==> config.mk <==
export PLATFORM = sky130hd
export DESIGN_NAME = spi_wb_seq
export DESIGN_NICKNAME = d
export VERILOG_FILES = /design/src/rtl/spi_wb_seq.sv
export SDC_FILE = /design/constraint.sdc
export NUM_CORES = 1
export LEC_CHECK = 0
export CAP_MARGIN = 20
export CORE_UTILIZATION = 48
export CTS_BUF_LIST = sky130_fd_sc_hd__clkbuf_8
export DETAILED_ROUTE_END_ITERATION = 12
export GPL_ROUTABILITY_DRIVEN = 0
export GPL_TIMING_DRIVEN = 0
export PLACE_DENSITY = 0.86
export REMOVE_ABC_BUFFERS = 1
export SYNTH_ARGS = -nofsm -noshare
export SYNTH_HDL_FRONTEND = slang
export SYNTH_SLANG_ARGS = --single-unit
export TNS_END_PERCENT = 50
==> constraint.sdc <==
create_clock -name wb_clk_in -period 3 [get_ports wb_clk_in]
set_input_delay 0.3 -clock wb_clk_in [delete_from_list [all_inputs] [get_ports wb_clk_in]]
set_output_delay 0.3 -clock wb_clk_in [all_outputs]
set_load 0.01 [all_outputs]
==> src/rtl/spi_wb_seq.sv <==
// Wishbone master sequencer: one stream command -> TX, SS, CTRL+GO, completion wait, RX read, response.
// Optional macro SPI_WB_SEQ_IRQ_EN: wait on wb_int_in instead of polling CTRL.GO.
module spi_wb_seq #(
  parameter logic        TX_NEGEDGE = 1'b1,
  parameter logic        RX_NEGEDGE = 1'b0,
  parameter logic        LSB        = 1'b0,
  parameter logic        ASS        = 1'b1,
  parameter logic [15:0] POLL_LIMIT = 16'hFFFF
) (
  input  logic        wb_clk_in,
  input  logic        wb_rst_n_in,
  input  logic        cmd_valid_in,
  output logic        cmd_ready_out,
  input  logic [31:0] cmd_data_in,
  input  logic [6:0]  cmd_len_in,
  input  logic [7:0]  cmd_ss_in,
  output logic        rsp_valid_out,
  input  logic        rsp_ready_in,
  output logic [31:0] rsp_data_out,
  output logic        rsp_err_out,
  output logic [4:0]  wb_adr_out,
  output logic [31:0] wb_dat_out,
  input  logic [31:0] wb_dat_in,
  output logic [3:0]  wb_sel_out,
  output logic        wb_we_out,
  output logic        wb_stb_out,
  output logic        wb_cyc_out,
  input  logic        wb_ack_in,
  input  logic        wb_int_in,
  output logic        busy_out
);

  localparam logic [4:0] ADR_TXRX = 5'h00;
  localparam logic [4:0] ADR_CTRL = 5'h10;
  localparam logic [4:0] ADR_SS   = 5'h18;

`ifdef SPI_WB_SEQ_IRQ_EN
  localparam logic IE = 1'b1;
`else
  localparam logic IE = 1'b0;
  logic unused_int;
  assign unused_int = wb_int_in;
`endif

  typedef enum logic [2:0] {
    S_IDLE, S_WR_TX, S_WR_SS, S_WR_CTRL, S_WAIT, S_RD_RX, S_RSP
  } state_t;

  state_t      state, state_next;
  logic [31:0] data_q, data_d;
  logic [6:0]  len_q, len_d;
  logic [7:0]  ss_q, ss_d;
  logic [15:0] cnt_q, cnt_d;

  logic        cyc_d, we_d, rsp_valid_d, rsp_err_d, cmd_ready_d, busy_d;
  logic [4:0]  adr_d;
  logic [3:0]  sel_d;
  logic [31:0] dat_d, rsp_data_d;

  logic        bus_state, req_we;
  logic [4:0]  req_adr;
  logic [3:0]  req_sel;
  logic [31:0] req_dat;
  logic        acked, timeout;

  // An ack only counts while a cycle is in flight
  assign acked   = wb_cyc_out & wb_ack_in;
  assign timeout = (state == S_WAIT) && (16'(cnt_q + 16'd1) == POLL_LIMIT);

  // Fixed bus request for each bus-issuing state
  always_comb begin
    bus_state = 1'b0;
    req_adr   = 5'd0;
    req_we    = 1'b0;
    req_sel   = 4'd0;
    req_dat   = 32'd0;
    case (state)
      S_WR_TX:   begin bus_state = 1'b1; req_adr = ADR_TXRX; req_we = 1'b1; req_sel = 4'hF; req_dat = data_q; end
      S_WR_SS:   begin bus_state = 1'b1; req_adr = ADR_SS;   req_we = 1'b1; req_sel = 4'h1; req_dat = {24'd0, ss_q}; end
      S_WR_CTRL: begin
        bus_state = 1'b1; req_adr = ADR_CTRL; req_we = 1'b1; req_sel = 4'h3;
        req_dat = {18'd0, ASS, IE, LSB, TX_NEGEDGE, RX_NEGEDGE, 1'b1, 1'b0, len_q};
      end
`ifndef SPI_WB_SEQ_IRQ_EN
      S_WAIT:    begin bus_state = 1'b1; req_adr = ADR_CTRL; req_sel = 4'hF; end
`endif
      S_RD_RX:   begin bus_state = 1'b1; req_adr = ADR_TXRX; req_sel = 4'hF; end
      default:   ;
    endcase
  end

  // State register
  always_ff @(posedge wb_clk_in) begin
    if (!wb_rst_n_in) state <= S_IDLE;
    else              state <= state_next;
  end

  // Next-state logic
  always_comb begin
    state_next = state;
    case (state)
      S_IDLE:    if (cmd_valid_in) state_next = S_WR_TX;
      S_WR_TX:   if (acked) state_next = S_WR_SS;
      S_WR_SS:   if (acked) state_next = S_WR_CTRL;
      S_WR_CTRL: if (acked) state_next = S_WAIT;
      S_WAIT: begin
        if (timeout) state_next = S_RSP;
`ifdef SPI_WB_SEQ_IRQ_EN
        else if (wb_int_in) state_next = S_RD_RX;
`else
        else if (acked && !wb_dat_in[8]) state_next = S_RD_RX;
`endif
      end
      S_RD_RX:   if (acked) state_next = S_RSP;
      S_RSP:     if (rsp_ready_in) state_next = S_IDLE;
      default:   state_next = S_IDLE;
    endcase
  end

  // Next values of all registered outputs and datapath
  always_comb begin
    cyc_d       = 1'b0;
    adr_d       = 5'd0;
    we_d        = 1'b0;
    sel_d       = 4'd0;
    dat_d       = 32'd0;
    rsp_valid_d = rsp_valid_out;
    rsp_data_d  = rsp_data_out;
    rsp_err_d   = rsp_err_out;
    data_d      = data_q;
    len_d       = len_q;
    ss_d        = ss_q;
    cnt_d       = cnt_q;
    cmd_ready_d = (state_next == S_IDLE);
    busy_d      = (state_next != S_IDLE);

    // Start or hold the access; the cycle after an ack is always idle
    if (bus_state && !timeout && !acked) begin
      cyc_d = 1'b1;
      adr_d = req_adr;
      we_d  = req_we;
      sel_d = req_sel;
      dat_d = req_dat;
    end

    if (state == S_IDLE && cmd_valid_in) begin
      data_d = cmd_data_in;
      len_d  = cmd_len_in;
      ss_d   = cmd_ss_in;
    end

    if (state == S_WR_CTRL)   cnt_d = 16'd0;
    else if (state == S_WAIT) cnt_d = 16'(cnt_q + 16'd1);

    if (timeout) begin
      rsp_valid_d = 1'b1;
      rsp_err_d   = 1'b1;
      rsp_data_d  = 32'd0;
    end else if (state == S_RD_RX && acked) begin
      rsp_valid_d = 1'b1;
      rsp_err_d   = 1'b0;
      rsp_data_d  = wb_dat_in;
    end else if (state == S_RSP && rsp_ready_in) begin
      rsp_valid_d = 1'b0;
    end
  end

  // Output and datapath registers
  always_ff @(posedge wb_clk_in) begin
    if (!wb_rst_n_in) begin
      cmd_ready_out <= 1'b1;
      busy_out      <= 1'b0;
      rsp_valid_out <= 1'b0;
      rsp_err_out   <= 1'b0;
      rsp_data_out  <= 32'd0;
      wb_cyc_out    <= 1'b0;
      wb_stb_out    <= 1'b0;
      wb_we_out     <= 1'b0;
      wb_sel_out    <= 4'd0;
      wb_adr_out    <= 5'd0;
      wb_dat_out    <= 32'd0;
      cnt_q         <= 16'd0;
      data_q        <= 32'd0;
      len_q         <= 7'd0;
      ss_q          <= 8'd0;
    end else begin
      cmd_ready_out <= cmd_ready_d;
      busy_out      <= busy_d;
      rsp_valid_out <= rsp_valid_d;
      rsp_err_out   <= rsp_err_d;
      rsp_data_out  <= rsp_data_d;
      wb_cyc_out    <= cyc_d;
      wb_stb_out    <= cyc_d;
      wb_we_out     <= we_d;
      wb_sel_out    <= sel_d;
      wb_adr_out    <= adr_d;
      wb_dat_out    <= dat_d;
      cnt_q         <= cnt_d;
      data_q        <= data_d;
      len_q         <= len_d;
      ss_q          <= ss_d;
    end
  end

endmodule
==> impl_metrics.tcl, run 1 <==
set metrics [dict create \
    status "complete, no violations" \
    vias_per_cell 5.11 \
    final_util 0.687 \
    core-area_um2 10900 \
    cts_setup_buffers 0 \
    totalWireLength_um 13500 \
    synth_edf_count 0 \
    hp-class "in -> reg" \
    power_mw 3.74 \
    port_buffers 160 \
    first_iter_violations 303 \
    seq_area_frac_synth 0.519 \
    max_slew_margin 0.402 \
    drive_gt1_frac 0.0756 \
    seqCellArea_um2 2820 \
    critPathKind "reg -> reg" \
    grt.overflow.total 0 \
    die_h_um 108 \
    hpwl_um 9330 \
    drv_slew 0 \
    grt_use_total 0.228 \
    post-route-min-period_ns 2.81 \
    finalHoldViolCount 0 \
    path_cells "nor3b_2 -> buf_2 -> and2_1 -> o2111ai_1 -> a2111oi_4 -> nand2b_4 -> buf_16 -> nor4_1" \
    rows 38 \
    nNetsFinal 828 \
    timing.fmax_mhz 355 \
    cp_slowest_cell "dfxtp_1" \
    synth_ff_type "dfxtp_1" \
    synth_area_leaders "dfxtp_1 52%, nand2_1 7.8%, a21boi_0 6.6%, mux2i_1 6.1%, nor2_1 5.0%" \
    clk_path_buf_depth 2 \
    dr_total_vias 4568 \
    cp-start-kind "register" \
    max_stage_delay_ns 0.60 \
    n_antenna_cell 0 \
    start_util 0.497 \
    vdd_drop_max_mv 0.315 \
    finClkSkew_ns 0.0135 \
    grt_pass1_wl_um 20700 \
    syn_inst 596 \
    drv_cap 0 \
    cts-hold-fix-buffers 0 \
    grt_antenna_before_repair 0 \
    synth_top_cells_by_count "141 x dfxtp_1, 113 x nand2_1, 72 x nor2_1, 48 x a21boi_0, 33 x mux2i_1" \
    cts_tree "done" \
    drcViolationCount 0 \
    synth_area_per_cell_um2 9.13 \
    cp_data_required_time_ns 3.29 \
    tightest_slew_ns 0.896 \
    cts_max_level 4 \
    clk_pin_slew_ns 0.08 \
    numCtsBuffers 17 \
    first_pass_iters 6 \
    cp.arrival_ns 3.11 \
    post-synth-top-count-cell "dfxtp_1" \
    worstSetupEndpointType "register" \
    synth_top_area_cell "dfxtp_1" \
    power_leakage_nw 2.96 \
    async_flop_share 0 \
    fin_cells 894 \
    multi_input_area_um2 2410 \
    cts-root-buf "clkbuf_8" \
    ys_seq_elements 141 \
    die_w_um 108 \
    rsz0062_at_grt "no" \
    fin_crit_sh 0.938 \
    clk_latency_ns 0.44 \
    ios 165 \
    setup_tns_ns 0 \
    setup_violations 0 \
    synthDistinctLibCells 50 \
    ant_nets 0 \
    power_per_cell_area_nw_per_um2 497 \
    dieArea_um2 11800 \
    fillers 829 \
    syn_area_um2 5440 \
    first_global_vias 4498 \
    synth_top_area_frac 0.519 \
    yosys_warnings 0 \
    area_growth_pct 38.1 \
    grt_max_degree 56 \
    cts_sinks 141 \
    dp_cells 861 \
    crit_fanout 26 \
    drt-wirelength-per-cell_um 15.0 \
]
==> cell usage in the layout (no fill, tap or decap), types with 4 or more instances in the layout <==
cell type / count
a22oi_1: 7
and2_1: 27
mux2_2: 7
nor2_1: 72
clkdlybuf4s50_1: 159
nand2_1: 112
a21boi_0: 48
mux2i_1: 33
clkbuf_8: 20
nand3_1: 11
nor3_1: 6
nand2b_1: 4
dfxtp_1: 140
xor2_1: 10
nor4_1: 6
inv_1: 6
o21ai_0: 7
clkinvlp_4: 6
a21oi_1: 7
xnor2_1: 6
==> final timing paths <==
check / start / endpoint / slack (ns) / cells past startpoint
worst max-delay path: state[0]$_SDFF_PN0_ / wb_sel_out[2]$_SDFF_PN0_ / 0.19 / 8
worst min-delay path: cmd_data_in[6] / data_q[6]$_SDFFE_PN0P_ / 0.42 / 3
worst max register to register: state[0]$_SDFF_PN0_ / wb_sel_out[2]$_SDFF_PN0_ / 0.19 / 8
worst min register to register: data_q[25]$_SDFFE_PN0P_ / wb_dat_out[25]$_SDFF_PN0_ / 0.45 / 1
==> power breakdown <==
group / total (mW) / internal, mW / switching, mW
sequential: 1.96 / 1.92 / 0.0326
clock: 1.46 / 0.723 / 0.741
combinational: 0.315 / 0.179 / 0.136
==> state kept, by name (all words and copies together) (netlist names) <==
signal         count
wb_dat_out        32
ss_q               8
rsp_err_out        1
data_q            32
cnt_q             16
rsp_data_out      32
wb_adr_out         2
busy_out           1
wb_we_out          1
wb_cyc_out         1
state              3
len_q              7
wb_sel_out         3
cmd_ready_out      1
rsp_valid_out      1
==> worst max-delay path: cells and delay by family (launching register included) <==
family,cells,cell delay [ns]
and+or+nand+nor,4,1.03
buffers and inverters,2,0.47
AOI/OAI and AO/OA,2,0.54
DFF,1,0.60
==> cells by family (layout without fill, tap and decap cells) <==
group / Yosys count / in the layout / synth area share
xor+xnor: 16 / 16 / 0.0258
simple gates: 263 / 263 / 0.218
mux: 40 / 40 / 0.0752
buf+inv: 49 / 205 / 0.0432
fa+ha+maj: 2 / 2 / 0.00460
flops: 141 / 141 / 0.519
compound gates: 84 / 84 / 0.113
other cells: 1 / 3 / 0.000689
==> stage by stage <==
stage	area [um2]	hold WS (ns)	setup slack [ns]
after CTS	7500	0.400	0.0915
after global routing	7510	0.415	0.0763
after floorplan	5240	0.418	-0.433
after global placement	7010	0.437	-2.08
final	7510	0.419	0.186
after detailed placement	7110	0.438	-0.267
==> layer usage <==
layer	part of all wire	vias to the layer above	wire length [um]	track usage
li1	-	2249	-	-
met1	0.39	2091	5250	0.252
met2	0.51	199	6890	0.404
met3	0.074	29	1000	0.0633
met4	0.023	0	315	0.105
met5	0	-	0	0
==> cell type report <==
type                    instances  area share
clock buffers                  20      0.0366
well taps                     140      0.0233
inverters                       6     0.00300
multi-input cells             408       0.321
clock inverters                12      0.0148
flip-flops and latches        141       0.376
repair buffers                167       0.225
==> timing repair <==
action / 4_1_cts / 5_1_grt
resized for setup: 2 / 2
hold endpoints to repair: 0 / 0
endpoints found under the setup margin: 38 / 26
No activity file was read; power rests on OpenSTA's default activity.
==> inputs of run 2 (changes only) <==
clock period = 3.15 ns   (was 3 ns; I/O delays follow)
==> impl_metrics.tcl, run 2 (synthesis gave the netlist of run 1 again) <==
set metrics [dict create \
    setup_violations 0 \
    power_mw 3.56 \
    drive_gt1_frac 0.0743 \
    finClkSkew_ns 0.0142 \
    layout_common_cells "159 x clkdlybuf4s50_1, 141 x dfxtp_1, 112 x nand2_1" \
    drt-wirelength-per-cell_um 14.9 \
    cts-root-buf "clkbuf_8" \
    status "complete, no violations" \
    cts_tree "done" \
    rows 38 \
    path_cells "nor3b_2 -> buf_2 -> and2_1 -> o2111ai_1 -> a2111oi_4 -> nand2b_2 -> buf_16 -> nor4_1" \
    grt_max_degree 56 \
    cp.arrival_ns 3.18 \
    die_h_um 108 \
    numCtsBuffers 17 \
    cp_slowest_cell "dfxtp_1" \
    vdd_drop_max_mv 0.300 \
    area_growth_pct 38.0 \
    nNetsFinal 828 \
    setup_tns_ns 0 \
    grt_antenna_before_repair 0 \
    tightest_slew_ns 0.968 \
    cts_sinks 141 \
    core-area_um2 10900 \
    n_antenna_cell 0 \
    post-route-min-period_ns 2.90 \
    dieArea_um2 11800 \
    cp-start-kind "register" \
    hpwl_um 9330 \
    rsz0062_at_grt "no" \
    worst_slack_ns 0.247 \
    ios 165 \
    hp-class "in -> reg" \
    fillers 834 \
    max_stage_delay_ns 0.63 \
    fin_crit_sh 0.922 \
    layout_commonest_cell "clkdlybuf4s50_1" \
    drcViolationCount 0 \
    clk_path_buf_depth 2 \
    cts_max_level 4 \
    finalHoldViolCount 0 \
    drv_slew 0 \
    crit_fanout 27 \
    grt.overflow.total 0 \
    cp_data_required_time_ns 3.42 \
    clk_latency_ns 0.44 \
    dpl_worst_slack_ns -0.117 \
    worstSetupEndpointType "register" \
    power_leakage_nw 2.96 \
    holdWs_ns 0.431 \
    port_buffers 160 \
    grt_use_total 0.228 \
    clk_pin_slew_ns 0.08 \
    totalWireLength_um 13300 \
    critPathKind "reg -> reg" \
    dr_total_vias 4597 \
    timing.fmax_mhz 344 \
    power_per_cell_area_nw_per_um2 474 \
    start_util 0.497 \
    ant_nets 0 \
    reg_top3 "data_q: 32 flops, rsp_data_out: 32 flops, wb_dat_out: 32 flops" \
    drv_cap 0 \
    grt_pass1_wl_um 20700 \
    max_slew_margin 0.353 \
    cts_setup_buffers 0 \
    first_global_vias 4498 \
    vias_per_cell 5.14 \
    first_iter_violations 254 \
    first_pass_iters 6 \
    die_w_um 108 \
]
-- run 2: changes by cell type in the layout (fill, tap and decap cells not counted) --
cell      change
nand2b_4      -1
nand2b_2      +1
dfxtp_2       -1
dfxtp_1       +1
-- run 2: cell type report --
type	count	area [um2]	share of cell area
Clock buffer	20	275	0.0367
Clock inverter	12	111	0.0148
Inverter	6	22.5	0.00300
Multi-Input combinational cell	408	2410	0.321
Sequential cell	141	2820	0.376
Tap cell	140	175	0.0233
Timing Repair Buffer	167	1690	0.226
-- run 2: report_power, final --
part | internal (mW) | leakage, nW | switching, mW
Sequential | 1.83 | 1.15 | 0.0313
Combinational | 0.170 | 1.63 | 0.129
Clock | 0.689 | 0.180 | 0.705
Total | 2.69 | 2.96 | 0.865
-- run 2: metal layers --
layer,GRT usage,up-vias,share of wire
met5,0,-,0
li1,-,2257,-
met2,0.404,186,0.51
met4,0.105,0,0.021
met3,0.0633,30,0.066
met1,0.252,2124,0.40
-- run 2: through the flow --
step | util | area (um2) | std cells
after detailed placement | 0.650 | 7110 | 861
final | 0.686 | 7510 | 894
after global placement | 0.641 | 7010 | 855
after CTS | 0.685 | 7490 | 893
after global routing | 0.686 | 7510 | 894
after floorplan | - | 5240 | 555
-- run 2: critical path: cells and delay by family (launching register included) --
kind / cells / cell delay (ns)
AND/OR/NAND/NOR: 4 / 1.14
flip-flops: 1 / 0.63
buffers and inverters: 2 / 0.48
AO/OA/AOI/OAI: 2 / 0.48
-- run 2: final timing paths --
| check | endpoint | cells past startpoint | start | slack, ns |
|---|---|---|---|---|
| worst max-delay path | wb_sel_out[2]$_SDFF_PN0_ | 8 | state[1]$_SDFF_PN0_ | 0.25 |
| worst min-delay path | data_q[6]$_SDFFE_PN0P_ | 3 | cmd_data_in[6] | 0.43 |
| worst max register to register | wb_sel_out[2]$_SDFF_PN0_ | 8 | state[1]$_SDFF_PN0_ | 0.25 |
| worst min register to register | wb_dat_out[25]$_SDFF_PN0_ | 1 | data_q[25]$_SDFFE_PN0P_ | 0.45 |
-- run 2: what timing repair did --
action / in CTS / in global routing
resized for setup: 1 / 1
endpoints found under the setup margin: 26 / 26
pin swaps: 0 / 0
hold buffers: 0 / 0
==> inputs of run 3 (changes only) <==
CTS_CLUSTER_DIAMETER = 200   (was default)
==> results of run 3 <==
No change in the layout: final DEF, timing and power equal those of run 2.
==> RTL edit 1 (settings of run 2) <==
Set the parameter `ASS` to 1'b0 (it was 1'b1).
--- a/src/rtl/spi_wb_seq.sv
+++ b/src/rtl/spi_wb_seq.sv
@@ -6,3 +6,3 @@
   parameter logic        LSB        = 1'b0,
-  parameter logic        ASS        = 1'b1,
+  parameter logic        ASS        = 1'b0,
   parameter logic [15:0] POLL_LIMIT = 16'hFFFF
Check against the original RTL: not equivalent (Yosys sat finds a counterexample within 10 cycles, from zero or initial values and one cycle with wb_rst_n_in low).
==> RTL edit 1 against run 2 <==
Power rose by 9.0%. Die area shrank 3.8%. Setup slack improved by 150 ps. Count of clock-buffer cells in the layout did not move. Area after synthesis decreased by 3.8%. Core utilization grew 2.3 points. Combinational power increased by 11%. Wire length up 7.3%. Final area fell by 1.1%. Sequential cell count stayed put. Critical path type unchanged. Largest power group unchanged. Highest routed layer unchanged.
==> RTL edit 1: results (changes against run 2) <==
| Step | Quantity | Value | Change |
|---|---|---|---|
| status | Result of the run | complete, no violations |  |
| placement | Placed Cells incl. Taps | 872 | +1.3% |
| synthesis | Part of the Yosys area used for sequential elements | 0.540 | +0.0207 |
| timing | Slew margin rel. | 0.391 | +0.0376 |
| finish | Finished Layout Cells | 907 | +1.5% |
| worst setup path | Slowest cell on the critical path | o31ai_4 |  |
| grt | Maximum number of pins on one net before global-route repair | 48 | -14% |
| worst setup path | Peak per-stage delay on the critical path | 690 ps | +60 ps |
| clock tree | Cts repair resizes | 0 | -1 |
| placement | Area after detailed placement | 6890 um^2 | -3.1% |
| synthesis | Most used flip-flop cell after synthesis | dfxtp_1 |  |
| drt | Length of the first detailed-routing pass in iterations | 5 | -1 |
| power and ir drop | Design internal power | 0.00301 W | +12% |
| power and ir drop | IR Drop Worst-Case VDD | 396 uV | +32% |
| grt | First-pass GRT wire length | 22500 um | +8.9% |
| drt | Final Routed Wirelength | 14300 um | +7.3% |
| synthesis | Synth cell types | 40 | -20% |
| power and ir drop | Power Clock | 0.00168 W | +21% |
| timing | Clk_skew | 13.8 ps | -0.346 ps |
| finish | Layout net count | 845 | +2.1% |
| synthesis | Most frequent cells after synthesis | nand2_1 (143), dfxtp_1 (141), a21oi_1 (87) |  |
| placement | Placement Setup Slack | 259 ps | +376 ps |
| worst setup path | Crit path arrival time | 3080 ps | -100 ps |
| placement | Final HPWL from detailed placement | 9570 um | +2.5% |
| synthesis | Cells taking the most area after synthesis | dfxtp_1 (54%), nand2_1 (10%), a21oi_1 (8.3%), nand3_1 (4.4%), and2_1 (3.0%) |  |
| worst setup path | Critical-path maximum fanout | 38 | +41% |
| drt | Vias | 4871 | +6.0% |
==> RTL edit 1: cell types whose count changed after synthesis, sizes merged, moves of 30 or more <==
cell / delta
a21boi: -49
mux2i: -33
a21oi: +80
nor2: -33
nand2: +30
nand3: +34
==> RTL edit 1: worst paths after layout <==
path,from,endpoint,slack (ps),cells past startpoint
setup / recovery,state[0],wb_sel_out[1],400,7
hold / removal,cmd_data_in[20],data_q[20],410,3
setup reg to reg,state[0],wb_sel_out[1],400,7
hold reg to reg,data_q[9],data_q[9],450,2
==> RTL edit 1: metrics by stage <==
stage,util,power [W]
after global placement,0.648,0.00221
final,0.709,0.00388
after floorplan,-,0.00203
after CTS,0.703,0.00389
after detailed placement,0.658,0.00223
after global routing,0.709,0.00400
==> RTL edit 1: final cells by class <==
cell class                      count  area share
Clock inverter                     12      0.0261
Inverter                            6     0.00303
Sequential cell                   141       0.381
Clock buffer                       20      0.0371
Tap cell                          136      0.0229
Multi-Input combinational cell    425       0.293
Timing Repair Buffer              167       0.237
==> RTL edit 1: layer usage <==
| metal | vias to the layer above | part of all wire | global-route usage |
|---|---|---|---|
| met3 | 46 | 0.052 | 0.0650 |
| li1 | 2336 | - | - |
| met2 | 191 | 0.52 | 0.431 |
| met1 | 2298 | 0.39 | 0.300 |
| met5 | - | 0 | 0 |
| met4 | 0 | 0.037 | 0.137 |
==> RTL edit 1: logic make-up after synthesis <==
group | Yosys count | share of synthesized area
buf+inv | 57 | 0.0490
fa+ha+maj | 2 | 0.00478
flops | 141 | 0.540
compound gates | 114 | 0.122
xor+xnor | 15 | 0.0251
simple gates | 284 | 0.244
other cells | 1 | 0.000717
mux | 7 | 0.0151
==> RTL edit 1: tightest hold or removal path: stages <==
cell and delay, ps:
clkdlybuf4s50_1 400, nand2_1 50, a21oi_1 50
==> RTL edit 2 (config.mk and constraints of run 2) <==
Made on the original files. Make the reset (`wb_rst_n_in`) asynchronous in 2 clocked blocks.
--- a/src/rtl/spi_wb_seq.sv
+++ b/src/rtl/spi_wb_seq.sv
@@ -92,3 +92,3 @@
   // State register
-  always_ff @(posedge wb_clk_in) begin
+  always_ff @(posedge wb_clk_in or negedge wb_rst_n_in) begin
     if (!wb_rst_n_in) state <= S_IDLE;
@@ -168,3 +168,3 @@
   // Output and datapath registers
-  always_ff @(posedge wb_clk_in) begin
+  always_ff @(posedge wb_clk_in or negedge wb_rst_n_in) begin
     if (!wb_rst_n_in) begin
Formal check against the unedited RTL: differs if wb_rst_n_in is asserted again (counterexample within 4 cycles, from zero or initial values and one cycle with wb_rst_n_in low); with wb_rst_n_in held inactive, the same outputs for 10 cycles.
==> RTL edit 2 against run 2 <==
Wire length rose by 1.1%. Die area rose by 7.6%. Area after synthesis rose by 7.8%. Non-clock buffer count rose by 1. Critical path depth fell by 2. Synthesized cell count fell by 18%. Via count fell by 5.9%. Clock skew fell by 4.0 ps. Final area rose by 7.3%. Sequential cell count did not move. Setup slack got worse by 53 ps. Critical endpoint is now wb_sel_out[2]. Largest cell class unchanged.
Power is not compared: it rests on default switching activity, and its combinational part moved more than twofold at a synthesized area within 25%.
==> RTL edit 2: results (changes against run 2) <==
| Step | Quantity | Value | Change |
|---|---|---|---|
| grt | First-pass GRT wire length | 22000 um | +6.6% |
| drt | Number of DRC violations after detailed-routing iteration 0 | 200 | -21% |
| drt | Vias | 4324 | -5.9% |
| grt | Maximum number of pins on one net before global-route repair | 100 | +79% |
| synthesis | Part of the Yosys area used for sequential elements | 0.602 | +0.0831 |
| worst setup path | Number of cells on the worst reg-to-reg path | 6 | -2 |
| grt | Total global routing track utilization | 0.229 | +0.000855 |
| clock tree | Cts repair resizes | 0 | -1 |
| timing | Clk_skew | 10.1 ps | -4.05 ps |
| placement | Placement Setup Slack | 144 ps | +261 ps |
| grt | Vias in the first global route | 4462 | -0.80% |
| worst setup path | Crit path arrival time | 3260 ps | +80 ps |
| drt | Length of the first detailed-routing pass in iterations | 5 | -1 |
| clock tree | Setup Fix Bufs, Post-CTS | 0 | unchanged |
| placement | Count of port buffers added during placement | 160 | unchanged |
| hold path | Path type of the worst min-delay path | in2async |  |
| drt | Via density | 5.36 | +4.3% |
| synthesis | Synth cell types | 48 | -4.0% |
| finish | Share of post-route cells with drive strength above 1 | 0.158 | +0.0835 |
| synthesis | Synthesized netlist cell count | 488 | -18% |
| timing | Slew margin rel. | 0.346 | -0.00789 |
| synthesis | Share of synthesized registers carrying an async set or reset | 1.00 | +1.00 |
| worst setup path | Peak per-stage delay on the critical path | 930 ps | +300 ps |
| power and ir drop | Leakage power of the design | 3.41 nW |  |
| placement | Area after detailed placement | 7610 um^2 | +7.1% |
| timing | Hold Worst Slack | 346 ps | -84.9 ps |
| placement | Final HPWL from detailed placement | 9390 um | +0.65% |
| synthesis | Cells taking the most area after synthesis | dfrtp_1 (60%), mux2_2 (10%), mux2i_1 (5.5%), nor2_1 (4.4%), o21ai_0 (2.5%) |  |
| status | Result of the run | complete, no violations |  |
| drt | Routed length per instance | 16.7 um | +12% |
| worst setup path | Slowest cell on the critical path | dfrtp_1 |  |
| worst setup path | Worst R2R End | wb_sel_out[2] |  |
| synthesis | Most frequent cells after synthesis | dfrtp_1 (140), nor2_1 (68), mux2_2 (54) |  |
| clock tree | Count of hold-fix buffers inserted at cts | 1 | +1 |
| worst setup path | Critical-path maximum fanout | 23 | -15% |
| clock tree | Max H-tree Level | 4 | unchanged |
| worst setup path | Worst R2R Start | state[1] |  |
| finish | Layout net count | 733 | -11% |
| worst setup path | Register-to-register path setup slack | 190 ps | -50 ps |
| worst setup path | Nature of the critical path endpoint | flop |  |
| worst setup path | Kind of start point of the critical path | flop |  |
| placement | Placed Cells incl. Taps | 771 | -10% |
| timing | Final period utilization | 0.939 | +0.0169 |
## RTL edit 2: changes by cell type in the layout (fill, tap and decap cells not counted), sizes merged, moves of 4 or more
cell      before  now
a21boi        49    0
and2          28   23
clkinvlp       6    2
dfrtp          0  140
dfxtp        141    0
mux2           7   54
nand2        113   26
nand2b         5    0
nand3         12    7
nor2          72   68
nor4           6    2
o21ai          8   29
xor2          10    2
## RTL edit 2: cells by family after synthesis
| kind of cell | synth area share |
|---|---|
| AND/OR/NAND/NOR | 0.126 |
| flip-flops | 0.602 |
| multiplexers | 0.158 |
| AO/OA/AOI/OAI | 0.0670 |
| buffers and inverters | 0.0324 |
| XOR/XNOR | 0.00896 |
| adder cells (fa/ha/maj) | 0.00427 |
| other | 0.000640 |
## RTL edit 2: power groups by stage
stage          registers [W]  logic, W  clock network (W)
4_1_cts              0.00299   0.00264            0.00156
2_1_floorplan        0.00311   0.00114                  0
3_5_place_dp         0.00302   0.00262                  0
5_1_grt              0.00308   0.00284            0.00163
6_report             0.00299   0.00263            0.00152
3_3_place_gp         0.00297   0.00252                  0
## RTL edit 2: final cells by class
| class | instances | area (um^2) |
|---|---|---|
| clock inverter | 15 | 184 |
| timing repair buffer | 168 | 1750 |
| multi-input combinational | 313 | 2160 |
| fill | 871 | 3910 |
| sequential | 141 | 3530 |
| clock buffer | 17 | 234 |
| tap | 147 | 184 |
| inverter | 5 | 18.8 |
## RTL edit 2: layer usage
layer	vias up	part of all wire	global-route usage
li1	2002	-	-
met2	169	0.53	0.408
met4	0	0.024	0.0960
met3	28	0.062	0.0648
met5	-	0	0
met1	2125	0.39	0.258
## RTL edit 2: worst reg2reg max path: stages (launching register included)
cell and delay, ps:
dfrtp_1 930, nor2_1 160, nand2_1 550, nor3_1 150, and4_2 430, buf_16 230, nor4_1 380
